--- src/rtl/moore_run_detector.sv ---
// Moore run detector: y_out is high while the last RUN_LEN enabled samples equal pol.
// State index k counts consecutive matches; a saturating counter tallies detections.
module moore_run_detector #(
   parameter int RUN_LEN = 3,
   parameter int CNT_W   = 8,
   parameter int SW      = $clog2(RUN_LEN + 1)
) (
   input  logic             clk,
   input  logic             rst,
   input  logic             x_in,
   input  logic             en,
   input  logic             pol,
   input  logic             overlap,
   input  logic             clr_cnt,
   output logic             y_out,
   output logic [SW-1:0]    state,
   output logic [CNT_W-1:0] det_cnt,
   output logic             cnt_sat
);

   localparam logic [SW-1:0] S_IDLE = '0;
   localparam logic [SW-1:0] S_ONE  = SW'(1);
   localparam logic [SW-1:0] S_FULL = SW'(RUN_LEN);

   logic [SW-1:0] state_q;
   logic [SW-1:0] state_d;
   logic          detect;

   always_comb begin
      state_d = state_q;
      if (en) begin
         if (x_in != pol)
            state_d = S_IDLE;
         else if (state_q != S_FULL)
            state_d = state_q + S_ONE;
         else if (overlap)
            state_d = S_FULL;
         else
            state_d = S_ONE;   // equals S_FULL when RUN_LEN is 1
      end
   end

   assign detect = en && (state_d == S_FULL);

   always_ff @(posedge clk) begin
      if (rst)
         state_q <= S_IDLE;
      else
         state_q <= state_d;
   end

   always_ff @(posedge clk) begin
      if (rst || clr_cnt)
         det_cnt <= '0;
      else if (detect && (det_cnt != '1))
         det_cnt <= det_cnt + CNT_W'(1);
   end

   assign state   = state_q;
   assign y_out   = (state_q == S_FULL);
   assign cnt_sat = (det_cnt == '1);

endmodule

--- config.mk ---
export PLATFORM = sky130hd
export DESIGN_NAME = moore_run_detector
export DESIGN_NICKNAME = d
export VERILOG_FILES = /design/src/rtl/moore_run_detector.sv
export SDC_FILE = /design/constraint.sdc
export NUM_CORES = 1
export LEC_CHECK = 0
export BUFFER_PORTS_ARGS = -buffer_cell sky130_fd_sc_hd__buf_4
export CAP_MARGIN = 40
export CORE_AREA = 2 2 39 41
export CTS_CLUSTER_DIAMETER = 120
export DETAILED_ROUTE_END_ITERATION = 16
export DIE_AREA = 0 0 41 43
export PLACE_DENSITY = 0.73
export SYNTH_ARGS = -nofsm -noshare
export SYNTH_HDL_FRONTEND = slang
export SYNTH_SLANG_ARGS = --single-unit
--- constraint.sdc ---
create_clock -name clk -period 3.7 [get_ports clk]
set_input_delay 0.925 -clock clk [delete_from_list [all_inputs] [get_ports clk]]
set_output_delay 0.925 -clock clk [all_outputs]
set_load 0.05 [all_outputs]
* After elaboration in Yosys (flattened, before gate mapping)
Cells that the tools add are included.
** Word-level totals
- Register bits :: 10
- Bits of input ports :: 7
- Output and inout bits :: 12
- Logic and storage cells :: 17
** Operators by class
- $add $sub $neg :: 2
- Equality and inequality tests :: 6
- Muxes and demuxes :: 4
- Reductions and logical operators :: 3
** Operators with widths (number)
- $add A8 B1 Y8 const B :: 1
- $eq A8 B8 Y1 const B :: 1
- $mux W2 :: 4
- $ne A8 B8 Y1 const B :: 1
- $eq A2 B2 Y1 const B :: 2
- $add A2 B1 Y2 const B :: 1
- $logic_and A1 B1 Y1 :: 2
- $ne A2 B2 Y1 const B :: 1
- $logic_or A1 B1 Y1 :: 1
- $ne A1 B1 Y1 :: 1

* Depth between registers and ports, before layout
- Depth in word-level cells :: 7
- Mapped depth :: 7
- Gate-level depth less buffers :: 6

* Worst setup path before layout
OpenSTA, ideal clock, no wires.
- Path type :: register to output
- Start :: reg det_cnt[3]
- End :: out cnt_sat
- Arrival time :: 1817 ps
- Data required time :: 2775 ps
- Slack :: 958 ps
- Stages on the path, launching flop included :: 4
- Buffers on the path :: 1
- Cells stage by stage :: dfxtp_1 and4_1 and4_1 clkbuf_1
** Between the ends
- Cells in the longest elaborated chain, start to end :: 1
** RTL lines
- start: declaration :: line 17 : output logic [CNT_W-1:0] det_cnt,
- start signal: assignment :: line 56 : det_cnt <= det_cnt + CNT_W'(1);
- $eq A8 B8 Y1 :: line 61 : assign cnt_sat = (det_cnt == '1);
- end: declaration :: line 18 : output logic cnt_sat
Every way passes these cells.

* Worst setup path after layout
Ends and elaborated chain as after synthesis.

==> flow_summary.ini <==
[clocking]
clock_latency_ns = 0.27
cts_buffer_depth = 2
cts_sinks = 10
ctsResizeCount = 0
postCtsSetupBuffers = 0
postCtsHoldBufs = 0
clk_pin_slew_worst_paths_ns = 0.06
cts_tree = yes
numCtsBuffers = 3
htreeDepth = 1
root_buffer = clkbuf_4

[global_route]
grt_pass1_wl_um = 2035
grt_max_degree = 15
grt_pass1_vias = 515
grt_usage = 0.1660
gr-total-overflow = 0
antenna_found_initial = 0

[synth]
netlist_instances = 65
synthSimpleGateAreaFrac = 0.3109
synth_ff_type = dfxtp_1
synth_nets = 75
ys_seq_elements = 10
netlist_top_cells_count = dfxtp_1 (10), a21oi_1 (7), o31ai_1 (4)
synth_top_family_by_area = simple AND/OR/NAND/NOR gates
synth_warnings = 0
synth.most_common_cell = dfxtp_1
synth_top_area_cell = dfxtp_1
synthAdderAreaFrac = 0.06522
netlist_top_cells_area = dfxtp_1 (35%), ha_1 (6.5%), a21oi_1 (6.1%)
synth_xor_area_frac = 0.01522
syn_area_um2 = 575.6
async_reset_ff_frac = 0
synth-edff-count = 0
ys_types = 34
synth-seq-area-share = 0.3478
avgSynthCellArea_um2 = 8.855
synth_compound_area_frac = 0.2087
synthMuxAreaShare = 0.01739
synth_top_area_share = 0.3478

[hold_path]
hp-class = reg2reg
hold_end = det_cnt[6]$_SDFFE_PP0P_
hold_start = det_cnt[6]$_SDFFE_PP0P_
whs_path_depth = 1

[die]
ios = 19
initial_core_util = 0.4159
coreArea_mm2 = 0.001384
rows = 14
dieArea_mm2 = 0.001763
die_width_um = 41
die_h_um = 43

[timing]
fin_skew_ns = 0.001546
max_freq_mhz = 387.5
min_period_over_period = 0.6975
worst_slew_pin_slew_ns = 0.3966
drv_slew = 0
setup_slack_ns = 1.119
rsz0062_at_grt = false
period_needed_ns = 2.581
tns_ns = 0
slew_headroom = 0.7319
hold_violations = 0
finalSetupViolations = 0

[power]
vdd_drop_max_mv = 0.1637
leakagePower_nw = 0.2767
power_density_mw_per_mm2 = 285.6

[routing]
viasPerCell = 5.646
drc = 0
wl_per_cell_um = 12.00
routed_wl_um = 1188
ant_nets = 0
dr.pass1.iters = 3
vias = 559
drt_iter0_markers = 7

[place]
numPortBuffers = 18
routabilityCongestion = 0.7164
place_inst = 96
post_dp_cell_area_um2 = 718.2
hpwl_um = 891.4
pre_cts_ws_ns = 1.163

[setup_path]
r2r_end = det_cnt[5]$_SDFFE_PP0P_
reg2reg_slack_ns = 1.52
ff2ff_path_depth = 6
reg2reg_from = state[1]$_SDFF_PP0_
end_kind = output pin
path_max_fanout = 11
worstPathArrival_ns = 1.66
critPathRequiredTime_ns = 2.77
critical_path_class = reg2out
critPathLaunchType = flip-flop

[layout]
fin_nets = 95
fillerInstances = 140
final_area_um2 = 740.7
drive_gt1_frac = 0.2892
stdcell_count = 99
antenna-diode-count = 0
multi_input_area_um2 = 355.3
seq_area_um2 = 200.2
syn2layout_area_growth_pct = 28.70

[run_status]
status = completed

[run]
timing.max_cap.violations = 0
[flip-flops by register name, summed over array words and instances, names as in the netlist]
register and flops:
det_cnt 8, state 2
[stage by stage]
step	hold slack (ns)	total power, mW	utilization
finish	0.5063	0.2116	0.5353
global route	0.5389	0.2213	0.5353
CTS	0.5066	0.2128	0.5353
detailed placement	0.4783	0.1391	0.5190
global placement	0.4840	0.1386	0.5190
floorplan	0.7148	0.1290	-
[routing by layer]
| metal | routed length (um) | global-route usage | up-vias | part of all wire |
|---|---|---|---|---|
| met3 | 66 | 0.04712 | 2 | 0.056 |
| met5 | 0 | 0 | - | 0 |
| met1 | 550 | 0.1974 | 248 | 0.46 |
| li1 | - | - | 292 | - |
| met2 | 550 | 0.2688 | 17 | 0.46 |
| met4 | 20 | 0.06000 | 0 | 0.017 |
[layout make-up]
class / instances / share of cell area
flip-flops and latches: 10 / 0.2703
well taps: 16 / 0.02703
multi-input cells: 50 / 0.4797
clock buffers: 3 / 0.03041
repair buffers: 18 / 0.1824
inverters: 2 / 0.01014
[kinds of logic (layout without fill, tap and decap cells)]
kind of cell,Yosys count,in the layout
adder cells (fa/ha/maj),3,3
AND/OR/NAND/NOR,27,27
multiplexers,1,1
buffers and inverters,5,23
flip-flops,10,10
AO/OA/AOI/OAI,18,18
XOR/XNOR,1,1
[worst max-delay path, cell delays in order (launching register included)]
cell and delay [ns]:
dfxtp_1 0.43, and4_1 0.26, and4_1 0.42, buf_4 0.27
[power breakdown]
| group | switching [mW] | internal (mW) |
|---|---|---|
| registers | 0.00148 | 0.109 |
| logic | 0.0146 | 0.0115 |
| clock network | 0.0374 | 0.0376 |
[placed cells by master (no fill, tap or decap), types with 2 or more instances in the layout]
master    instances
o41ai_1           2
nand2b_1          2
and4_1            2
dfxtp_1          10
ha_1              3
a21oi_1           7
buf_4            18
nor2_1            3
inv_1             2
or3_1             2
o31ai_1           4
clkbuf_4          3
nand3_1           3
nand2_1           3
[worst max-delay path by stage]
stage / from / depth (start not counted) / endpoint
3_3_place_gp: pol / 5 / det_cnt[5]$_SDFFE_PP0P_
6_report: det_cnt[3]$_SDFFE_PP0P_ / 3 / cnt_sat
2_1_floorplan: det_cnt[3]$_SDFFE_PP0P_ / 3 / cnt_sat
5_1_grt: det_cnt[0]$_SDFFE_PP0P_ / 3 / cnt_sat
3_5_place_dp: pol / 5 / det_cnt[5]$_SDFFE_PP0P_
4_1_cts: det_cnt[0]$_SDFFE_PP0P_ / 3 / cnt_sat
Note: power is estimated with default switching activity, not from simulation.
